[src/rtl/seg7_disp_sched.sv]
// Four-digit multiplexed 7-segment display driver with a two-requester round-robin write port.
// Optional per-digit blinking is compiled in with macro SEG7_BLINK_EN.
module seg7_disp_sched #(
  parameter int unsigned SCAN_DIV  = 16000,
  parameter int unsigned BLINK_DIV = 250
) (
  input  logic       clk,
  input  logic       rst,
  input  logic       req0_valid,
  input  logic [1:0] req0_addr,
  input  logic [4:0] req0_data,
  output logic       req0_ready,
  input  logic       req1_valid,
  input  logic [1:0] req1_addr,
  input  logic [4:0] req1_data,
  output logic       req1_ready,
  input  logic       blank,
`ifdef SEG7_BLINK_EN
  input  logic [3:0] blink_mask,
`endif
  output logic [3:0] AN,
  output logic [7:0] SEG,
  output logic       frame_tick
);

  localparam int unsigned PW = (SCAN_DIV > 1) ? $clog2(SCAN_DIV) : 1;

  logic [PW-1:0] presc_q;
  logic [1:0]    idx_q;
  logic [4:0]    disp_q [4];
  logic          pref1_q;
  logic [3:0]    an_q;
  logic [7:0]    seg_q;
  logic          ftick_q;
  logic          slot_wrap;
  logic          grant0, grant1;
  logic          dim;

  assign slot_wrap = (presc_q == PW'(SCAN_DIV - 1));

  // Round-robin: pref1_q set means requester 1 wins the next contention.
  always_comb begin
    grant0     = req0_valid & (~req1_valid | ~pref1_q);
    grant1     = req1_valid & (~req0_valid | pref1_q);
    req0_ready = grant0 & ~rst;
    req1_ready = grant1 & ~rst;
  end

  function automatic logic [6:0] seg_decode(input logic [3:0] code);
    logic [6:0] s;
    s = 7'b1111111;
    case (code)
      4'h0: s = 7'b0000001;
      4'h1: s = 7'b1001111;
      4'h2: s = 7'b0010010;
      4'h3: s = 7'b0000110;
      4'h4: s = 7'b1001100;
      4'h5: s = 7'b0100100;
      4'h6: s = 7'b0100000;
      4'h7: s = 7'b0001111;
      4'h8: s = 7'b0000000;
      4'h9: s = 7'b0000100;
      4'hA: s = 7'b1111110;
      default: s = 7'b1111111;
    endcase
    return s;
  endfunction

`ifdef SEG7_BLINK_EN
  localparam int unsigned BW = (BLINK_DIV > 1) ? $clog2(BLINK_DIV) : 1;

  logic [BW-1:0] blink_cnt_q;
  logic          blink_on_q;

  always_ff @(posedge clk or posedge rst) begin
    if (rst) begin
      blink_cnt_q <= '0;
      blink_on_q  <= 1'b1;
    end else if (slot_wrap) begin
      if (blink_cnt_q == BW'(BLINK_DIV - 1)) begin
        blink_cnt_q <= '0;
        blink_on_q  <= ~blink_on_q;
      end else begin
        blink_cnt_q <= blink_cnt_q + 1'b1;
      end
    end
  end

  assign dim = ~blink_on_q & blink_mask[idx_q];
`else
  assign dim = 1'b0;
`endif

  always_ff @(posedge clk or posedge rst) begin
    if (rst) begin
      presc_q <= '0;
      idx_q   <= 2'd0;
      pref1_q <= 1'b0;
      an_q    <= 4'b1110;
      seg_q   <= 8'hFF;
      ftick_q <= 1'b0;
      for (int i = 0; i < 4; i++) disp_q[i] <= 5'h0F;
    end else begin
      presc_q <= slot_wrap ? '0 : presc_q + 1'b1;
      if (slot_wrap) idx_q <= idx_q + 2'd1;
      ftick_q <= slot_wrap & (idx_q == 2'd3);
      if (req0_ready) begin
        disp_q[req0_addr] <= req0_data;
        pref1_q           <= 1'b1;
      end else if (req1_ready) begin
        disp_q[req1_addr] <= req1_data;
        pref1_q           <= 1'b0;
      end
      // Both outputs come from the same pre-edge state, so AN and SEG move together.
      an_q  <= blank ? 4'b1111 : ~(4'b0001 << idx_q);
      seg_q <= (blank | dim) ? 8'hFF : {seg_decode(disp_q[idx_q][3:0]), ~disp_q[idx_q][4]};
    end
  end

  assign AN         = an_q;
  assign SEG        = seg_q;
  assign frame_tick = ftick_q;

endmodule
[config.mk]
export PLATFORM = sky130hd
export DESIGN_NAME = seg7_disp_sched
export DESIGN_NICKNAME = d
export VERILOG_FILES = /design/src/rtl/seg7_disp_sched.sv
export SDC_FILE = /design/constraint.sdc
export NUM_CORES = 1
export LEC_CHECK = 0
export BUFFER_PORTS_ARGS = -buffer_cell sky130_fd_sc_hd__clkbuf_2
export CORE_MARGIN = 5
export CORE_UTILIZATION = 57
export CTS_CLUSTER_DIAMETER = 30
export CTS_CLUSTER_SIZE = 24
export DETAILED_ROUTE_END_ITERATION = 10
export GPL_ROUTABILITY_DRIVEN = 0
export PLACE_DENSITY = 0.91
export SYNTH_ARGS = -nofsm -noshare
export SYNTH_HDL_FRONTEND = slang
export SYNTH_SLANG_ARGS = --single-unit
[constraint.sdc]
create_clock -name clk -period 2.2 [get_ports clk]
set_input_delay 0.11 -clock clk [delete_from_list [all_inputs] [get_ports clk]]
set_output_delay 0.11 -clock clk [all_outputs]
set_load 0.02 [all_outputs]
==> impl_metrics.yaml, run 1 <==
logic_synthesis:
  synth_area_per_cell_sq_um: 11.2
  syn-num-nets: 263
  async_flop_share_pct: 100
  yosysWarnings: 0
  ys.flop_type: "dfstp_2"
  synth-seq-cells: 50
  yosysSeqAreaShare_pct: 49.2
  synth_edf_count: 0
  synth.distinct_cells: 45
  synth_area_sq_um: 2610
  syn_inst: 233
cts:
  clock_latency_ns: 0.30
  post_cts_buffers: 0
  cts_sinks: 50
  cts_tree: "built"
  clkTransAtPathRegs_ns: 0.09
  cts_inserted_buffers: 5
  ctsHtreeMaxLevel: 2
  cts_root_buffer: "clkbuf_8"
  cts.path.max_buffers: 2
finish:
  final_common_cell: "clkbuf_2"
  drive_above_1_share_pct: 32.4
  layout_common_cells: "clkbuf_2, dfstp_2, dfrtp_1"
  final_cells: 327
  fin_nets: 304
  syn2layout_area_growth_pct: 13.4
  diodes: 0
timing:
  fmax_ghz: 0.507
  slew_viol_final: 0
  relSlewSlack_pct: 47.9
  rsz0062_at_grt: "false"
  fin_crit_ns: 1.97
  fin_crit_sh_pct: 89.6
  worst_slew_pin_slew_ns: 0.777
  hold_violations: 0
  setup_viol: 0
  fin_skew_ns: 0.00409
  setup_tns_ns: 0
routing:
  drtAntennaViolNets: 0
  routed-via-count: 1860
  post_drt_wl_per_cell_microns: 15.1
  viasPerCell: 5.69
  wl_microns: 4930
  dr.pass1.iters: 4
  drt_iter0_markers: 94
  drc: 0
floorplan:
  coreArea_sq_um: 4410
  rows: 24
  ios: 34
  die_w_microns: 77.7
  start_util_pct: 59.2
  die_h_microns: 77.7
  die_area_sq_um: 6030
critical_path:
  required_ns: 2.44
  arrival_ns: 2.21
  cp-end-kind: "register"
  critPathMaxFanout: 5
  critPathKind: "reg2reg"
  critPathLaunchType: "register"
placed_design:
  port_buffers: 33
  hpwl_microns: 3670
  placed_cells: 318
grt:
  track_usage_pct: 17.7
  grt_max_degree: 31
  overflow: 0
  grt_pass1_vias: 1883
  antenna_found_initial: 0
  grt_pass1_wl_microns: 8580
min_path:
  hp-class: "in2reg"
status:
  outcome: "finished, final reports clean"
power_and_ir_drop:
  power_density_nw_per_um2: 758
  p_leak_nw: 1.37
  ir_drop_mv: 0.349
flow_run:
  max-cap-violations: 0
-- what timing repair did --
| item | CTS | global route |
|---|---|---|
| resized for setup | 0 | 1 |
| endpoints found under the setup margin | 0 | 3 |
| hold endpoints to repair | 3 | 0 |
| hold buffers | 1 | 0 |
-- area by class of cell --
cell class | instances | area, sq um
Clock buffer | 5 | 68.8
Multi-Input combinational cell | 155 | 1200
Inverter | 20 | 75.1
Fill cell | 325 | 1450
Sequential cell | 50 | 1280
Tap cell | 52 | 65.1
Clock inverter | 3 | 16.3
Timing Repair Buffer | 42 | 248
-- state kept, by name (all words and copies together), names as in the netlist --
signal	count
disp_q	20
presc_q	14
SEG	8
AN	4
idx_q	2
frame_tick	1
pref1_q	1
-- worst paths after layout --
kind / from / endpoint / slack (ns) / depth (start not counted)
max: idx_q[1]$_DFFE_PP0N_ / SEG[3]$_DFF_PP1_ / 0.23 / 7
min: req1_data[4] / disp_q[4]$_DFFE_PP0P_ / 0.09 / 3
max reg2reg: idx_q[1]$_DFFE_PP0N_ / SEG[3]$_DFF_PP1_ / 0.23 / 7
min reg2reg: disp_q[18]$_DFFE_PP1P_ / disp_q[18]$_DFFE_PP1P_ / 0.49 / 2
max in group asynchronous: rst / AN[1]$_DFF_PP1_ / 1.14 / 4
min in group asynchronous: rst / pref1_q$_DFFE_PP0P_ / 0.43 / 3
-- per-stage QoR --
| step | hold slack [ns] | total power, mW | util (%) | cell area, sq um | setup WS [ns] |
|---|---|---|---|---|---|
| final | 0.0853 | 2.24 | 67.1 | 2960 | 0.228 |
| after global routing | 0.0825 | 2.38 | 67.1 | 2960 | 0.139 |
| after CTS | 0.0713 | 2.26 | 66.9 | 2950 | 0.134 |
| after detailed placement | 0.213 | 1.74 | 64.8 | 2860 | 0.244 |
| after global placement | 0.188 | 1.72 | 64.8 | 2860 | 0.362 |
| after floorplan | 0.218 | 1.60 | - | 2610 | 0.211 |
-- worst max-delay path: stages (launching register included) --
cell and delay (ns):
dfrtp_1 0.38, mux4_1 0.65, inv_1 0.16, ha_1 0.20, inv_1 0.05, mux2_4 0.26, o22ai_2 0.14, nand2b_1 0.07
-- cells by family (layout without fill, tap and decap cells) --
group	count (synthesis)	count (layout)	share of synthesized area, %
simple gates	71	71	15.8
buf+inv	28	70	4.98
mux	11	11	7.28
xor+xnor	10	10	3.35
compound gates	52	52	14.1
fa+ha+maj	11	11	5.27
flops	50	50	49.2
-- power by group --
group	switching [mW]	internal [mW]	total (mW)	leakage, nW
clock network	0.299	0.218	0.517	0.0416
registers	0.0627	1.14	1.20	0.577
logic	0.298	0.226	0.524	0.747
total	0.659	1.58	2.24	1.37
-- cells in the mapped netlist, types with 3 or more instances --
| cell type | number | share of area (%) |
|---|---|---|
| mux4_1 | 3 | 3.0 |
| mux2i_1 | 4 | 1.5 |
| nand2_1 | 12 | 1.7 |
| a21o_1 | 9 | 2.6 |
| and4_1 | 3 | 1.0 |
| nor2b_1 | 3 | 0.72 |
| and3_1 | 5 | 1.2 |
| a22o_1 | 9 | 3.0 |
| nand3_1 | 7 | 1.3 |
| o21ai_0 | 14 | 2.7 |
| nand2b_1 | 9 | 2.2 |
| ha_1 | 11 | 5.3 |
| inv_1 | 20 | 2.9 |
| xor2_1 | 5 | 1.7 |
| xnor2_1 | 5 | 1.7 |
| dfstp_2 | 27 | 27 |
| nor3_1 | 4 | 0.77 |
| dfrtp_1 | 23 | 22 |
| a22oi_1 | 9 | 2.6 |
| nor2_1 | 13 | 1.9 |
-- routing by layer --
layer	up-vias	part of all wire, %	track usage (%)
met4	0	2.4	7.22
li1	906	-	-
met3	11	5.8	4.63
met1	892	43	22.8
met5	-	0	0
met2	51	48	28.3
Note: power is estimated with default switching activity, not from simulation.
==> run 2: changes to the inputs <==
- CORE_UTILIZATION: 57 -> 60
- CTS_BUF_LIST: default -> sky130_fd_sc_hd__clkbuf_2 sky130_fd_sc_hd__clkbuf_4 sky130_fd_sc_hd__clkbuf_8
- PLACE_DENSITY: 0.91 -> 0.94
==> run 2 against run 1 <==
Effect of this change:
- wire length rose by 5.0%
- flip-flop and latch count did not move
- clock skew up 0.0054 ns
- largest power group unchanged
- clock power increased by 4.8%
- core utilization grew 1.7 points
- register-to-register slack better by 0.02 ns
- die area down 4.4%
- design area shrank 0.25%
==> impl_metrics.yaml, run 2 (synthesis results as in run 1) <==
floorplan:
  coreArea_sq_um: 4290
  die_w_microns: 76.0
  ios: 34
  start_util_pct: 60.8
  rows: 24
  die_area_sq_um: 5770
  die_h_microns: 76.0
timing:
  fin_crit_sh_pct: 98.0
  setup_tns_ns: 0
  fin_skew_ns: 0.00954
  setup_viol: 0
  setup_slack_ns: 0.0450
  worst_slew_pin_slew_ns: 1.07
  relSlewSlack_pct: 27.7
  hold_violations: 0
  whs_ns: 0.0895
  slew_viol_final: 0
  rsz0062_at_grt: "false"
  fin_crit_ns: 2.16
  fmax_ghz: 0.464
cts:
  post_cts_buffers: 0
  cts_sinks: 50
  cts_root_buffer: "clkbuf_8"
  cts_inserted_buffers: 5
  clock_latency_ns: 0.30
  ctsHtreeMaxLevel: 2
  cts_tree: "built"
  clkTransAtPathRegs_ns: 0.09
  cts.path.max_buffers: 2
grt:
  overflow: 0
  grt_max_degree: 30
  antenna_found_initial: 0
  track_usage_pct: 18.5
  grt_pass1_vias: 1897
  grt_pass1_wl_microns: 8860
routing:
  viasPerCell: 5.85
  dr.pass1.iters: 4
  routed-via-count: 1907
  drtAntennaViolNets: 0
  drc: 0
  post_drt_wl_per_cell_microns: 15.9
  wl_microns: 5180
  drt_iter0_markers: 118
status:
  outcome: "finished, final reports clean"
min_path:
  hp-start: "blank"
  hp-class: "in2reg"
power_and_ir_drop:
  power_frac_clock_pct: 23.8
  ir_drop_mv: 0.364
  p_int_mw: 1.62
  comb_power_share_pct: 23.0
  power_density_nw_per_um2: 770
  switchingPower_mw: 0.656
  p_leak_nw: 1.36
  power_frac_seq_pct: 53.1
  switching_share_pct: 28.9
finish:
  syn2layout_area_growth_pct: 13.1
  layout_common_cells: "clkbuf_2, dfstp_2, dfrtp_1"
  fin_nets: 303
  largest_reg_flops: 20
  drive_above_1_share_pct: 32.1
  final_common_cell: "clkbuf_2"
  top_register: "disp_q"
  diodes: 0
flow_run:
  max-cap-violations: 0
critical_path:
  critPathMaxFanout: 6
  required_ns: 2.38
  arrival_ns: 2.33
  critPathLaunchType: "primary input"
  critPathKind: "in2reg"
  reg2reg_from: "idx_q[1]$_DFFE_PP0N_"
  crit_path_start: "rst"
  cp-end-kind: "register"
placed_design:
  port_buffers: 33
  dpl_worst_slack_ns: 0.265
  hpwl_microns: 3800
==> run 2: cell types whose count changed in the layout (fill, tap and decap cells not counted), sizes merged <==
cell,before,now
buf,8,7
clkinv,3,1
clkbuf,38,40
==> run 2: path summary, 6_finish.rpt <==
path	to	slack [ns]	cells after the start
worst min register to register	disp_q[14]$_DFFE_PP0P_	0.49	1
worst min-delay path	AN[1]$_DFF_PP1_	0.09	2
min in group asynchronous	pref1_q$_DFFE_PP0P_	0.43	3
max in group asynchronous	disp_q[6]$_DFFE_PP1P_	1.15	4
worst max-delay path	disp_q[19]$_DFFE_PP0P_	0.04	6
worst max register to register	SEG[3]$_DFF_PP1_	0.25	7
==> run 2: power groups by stage <==
| stage | registers, mW | logic [mW] | clock network, mW |
|---|---|---|---|
| final | 1.21 | 0.524 | 0.542 |
| after global routing | 1.23 | 0.587 | 0.587 |
| after CTS | 1.21 | 0.527 | 0.547 |
| after detailed placement | 1.23 | 0.523 | 0 |
| after global placement | 1.21 | 0.501 | 0 |
| after floorplan | 1.26 | 0.346 | 0 |
==> run 2: critical path, stage by stage <==
cell and delay, ns:
dlygate4sd3_1 0.54, clkbuf_2 0.13, nand2b_1 0.24, nor4_1 0.91, or2_2 0.30, o21ai_0 0.10
==> run 2: metal layers <==
metal  global-route usage [%]  part of all wire, %  vias to the layer above
li1                         -                    -                      906
met1                     23.8                   43                      922
met2                     31.1                   49                       72
met3                     4.96                  6.4                        7
met4                     4.09                  1.3                        0
met5                        0                    0                        -
==> run 2: layout make-up <==
| class | count | area (sq um) |
|---|---|---|
| multi-input combinational | 155 | 1200 |
| timing repair buffer | 41 | 240 |
| inverter | 20 | 75.1 |
| clock inverter | 1 | 7.51 |
| sequential | 50 | 1280 |
| tap | 52 | 65.1 |
| fill | 295 | 1340 |
| clock buffer | 7 | 83.8 |
==> run 2: metrics by stage <==
| step | area [sq um] | util [%] | cells | total power [mW] |
|---|---|---|---|---|
| after floorplan | 2610 | - | 233 | 1.60 |
| after global placement | 2850 | 66.4 | 317 | 1.71 |
| after detailed placement | 2850 | 66.4 | 317 | 1.75 |
| after CTS | 2950 | 68.8 | 326 | 2.28 |
| after global routing | 2950 | 68.8 | 326 | 2.40 |
| final | 2950 | 68.8 | 326 | 2.27 |
==> run 2: what timing repair did <==
action / in CTS / in global routing
resized for setup: 0 / 0
hold buffers: 1 / 0
hold endpoints to repair: 2 / 0
==> run 3: changes to the inputs <==
- ABC_AREA: default -> 1
- MAX_ROUTING_LAYER: default -> met4
- SLEW_MARGIN: default -> 10
==> run 3 against run 2 <==
Effect of this change:
- global-route usage rose by 2.9 points
- final cell count up 44%
- design area grew 9.0%
- combinational power down 31%
- count of clock-buffer cells in the layout unchanged
- flip-flop and latch count is the same
- synthesized cell count increased by 61%
- wire length is 13% higher
- die area up 9.5%
- core utilization decreased by 0.18 points
- largest cell class is now multi-input combinational cells
==> impl_metrics.yaml, run 3 <==
status:
  outcome: "finished, final reports clean"
cts:
  post_cts_buffers: 0
  ctsHtreeMaxLevel: 2
  cts_inserted_buffers: 5
  clock_latency_ns: 0.31
  cts.hold.buffers_added: 1
  cts_resized: 0
  cts_tree: "built"
  cts_root_buffer: "clkbuf_8"
  cts_sinks: 50
  cts.path.max_buffers: 2
  clkTransAtPathRegs_ns: 0.08
critical_path:
  critPathMaxFanout: 14
  cpPeakStageDelay_ns: 0.58
  crit_path_start: "idx_q[0]$_DFFE_PP0N_"
  slowest_stage: "dfrtp_1"
  cp-end-kind: "register"
  critPathKind: "reg2reg"
  cp_cell_sequence: "inv_2, nand2_1, nand3_1, nand2_1, inv_1, ha_1, inv_1, nand3_1, nand3_1, nand3_1"
  critPathLaunchType: "register"
  worstRegToRegCells: 10
  r2r-end: "SEG[2]$_DFF_PP1_"
  cpMostUsedCell: "nand3_1"
  arrival_ns: 2.07
  required_ns: 2.43
  reg2reg_from: "idx_q[0]$_DFFE_PP0N_"
  reg2reg_slack_ns: 0.36
  crit_path_end: "SEG[2]$_DFF_PP1_"
logic_synthesis:
  yosys.area_share.simple_pct: 37.2
  yosysSeqAreaShare_pct: 44.3
  synth-compound-area-share_pct: 4.92
  yosysWarnings: 0
  synth-seq-cells: 50
  synth_top_family_by_area: "simple AND/OR/NAND/NOR gates"
  synth_fa_ha_area_share_pct: 4.75
  muxShareOfSynthArea_pct: 0
  synthXorXnorAreaFrac_pct: 2.11
  async_flop_share_pct: 100
  synth_common_cells: "nand2_1, nand3_1, inv_1"
  ys.flop_type: "dfstp_2"
  synth_area_sq_um: 2900
  synth_area_leaders: "dfstp_2, dfrtp_1, nand2_1"
  synth.distinct_cells: 28
  synth_top_cell_by_area: "dfstp_2"
  syn_inst: 374
  synth_most_common_cell: "nand2_1"
  synth_area_per_cell_sq_um: 7.75
  syn-num-nets: 404
  synth_edf_count: 0
  synth_top_area_share_pct: 24.5
timing:
  relSlewSlack_pct: 65.2
  rsz0062_at_grt: "false"
  setup_tns_ns: 0
  slew_viol_final: 0
  hold_violations: 0
  fin_skew_ns: 0.00857
  fmax_ghz: 0.543
  fin_crit_sh_pct: 83.7
  worst_slew_pin_slew_ns: 0.521
  setup_viol: 0
  fin_crit_ns: 1.84
finish:
  largest_reg_flops: 20
  ff_latch_area_sq_um: 1280
  diodes: 0
  syn2layout_area_growth_pct: 11.0
  final_common_cell: "nand2_1"
  fin_nets: 443
  drive_above_1_share_pct: 25.4
  fillers: 366
  layout_common_cells: "nand2_1, nand3_1, clkbuf_2"
  multiInputGateArea_sq_um: 1420
  top_register: "disp_q"
grt:
  grt_pass1_wl_microns: 10300
  grt_max_degree: 45
  track_usage_pct: 21.4
  overflow: 0
  antenna_found_initial: 0
  grt_pass1_vias: 2384
min_path:
  hp-class: "in2reg"
routing:
  viasPerCell: 5.27
  routed-via-count: 2465
  drtAntennaViolNets: 0
  wl_microns: 5880
  dr.pass1.iters: 5
  post_drt_wl_per_cell_microns: 12.6
  drt_iter0_markers: 167
  drc: 0
floorplan:
  start_util_pct: 61.8
  die_h_microns: 79.5
  die_w_microns: 79.5
  die_area_sq_um: 6320
  rows: 25
  ios: 34
  coreArea_sq_um: 4690
power_and_ir_drop:
  p_leak_nw: 1.65
  power_density_nw_per_um2: 621
  total_power_mw: 2.00
  ir_drop_mv: 0.380
placed_design:
  hpwl_microns: 4490
  port_buffers: 33
flow_run:
  max-cap-violations: 0
## run 3: cell count changes after synthesis, moves of 9 or more
cell	delta
inv_1	+12
nand3_1	+36
o21ai_0	+9
a22o_1	-9
a21o_1	-9
a22oi_1	-9
nor2_1	+14
nand2_1	+120
inv_2	+11
nand2b_1	-9
## run 3: logic make-up (layout without fill, tap and decap cells)
group / count (synthesis) / in the layout
AO/OA/AOI/OAI: 27 / 27
AND/OR/NAND/NOR: 232 / 232
buffers and inverters: 47 / 87
XOR/XNOR: 7 / 7
flip-flops: 50 / 50
adder cells (fa/ha/maj): 11 / 11
## run 3: how the worst min path moves through the flow
stage | end | start | slack (ns) | cells past startpoint
2_1_floorplan | AN[0]$_DFF_PP0_ | rst | 0.18 | 1
3_3_place_gp | pref1_q$_DFFE_PP0P_ | rst | 0.02 | 2
3_5_place_dp | pref1_q$_DFFE_PP0P_ | rst | 0.02 | 2
4_1_cts | SEG[1]$_DFF_PP1_ | blank | 0.005 | 3
5_1_grt | SEG[1]$_DFF_PP1_ | blank | 0.03 | 3
6_report | SEG[1]$_DFF_PP1_ | blank | 0.02 | 3
## run 3: metal layers
layer  vias to the layer above  track usage [%]  wire (microns)
met3                        20             4.51             278
met5                         -                -               0
met4                         0             8.93             154
met2                        74             34.0            2770
met1                      1116             26.5            2680
li1                       1255                -               -
## run 3: report_power, final
group | switching, mW | total, mW | internal [mW] | leakage (nW)
clock network | 0.291 | 0.558 | 0.266 | 0.0517
registers | 0.0419 | 1.08 | 1.04 | 0.582
logic | 0.239 | 0.361 | 0.121 | 1.01
## run 3: per-stage QoR
step           std cells  worst slack, ns  util, %  hold slack [ns]  cell area [sq um]
6_report             468            0.358     68.6           0.0167               3220
5_1_grt              468            0.172     68.6           0.0321               3220
3_5_place_dp         459            0.394     66.3           0.0227               3110
3_3_place_gp         459            0.497     66.3           0.0202               3110
4_1_cts              468            0.385     68.6          0.00541               3220
2_1_floorplan        374            0.629        -            0.178               2900
## run 3: layout make-up
class                      instances  share of cell area (%)
clock buffer                       7                    2.80
sequential                        50                    39.9
multi-input combinational        277                    44.1
tap                               54                    2.10
inverter                          44                    5.21
timing repair buffer              35                    5.68
clock inverter                     1                   0.156
## run 3: worst max-delay path, delay by kind of cell, from the launching register on
kind                     cells  cell delay, ns
AND/OR/NAND/NOR              6            0.61
flip-flops                   1            0.58
buffers and inverters        3            0.35
adder cells (fa/ha/maj)      1            0.20
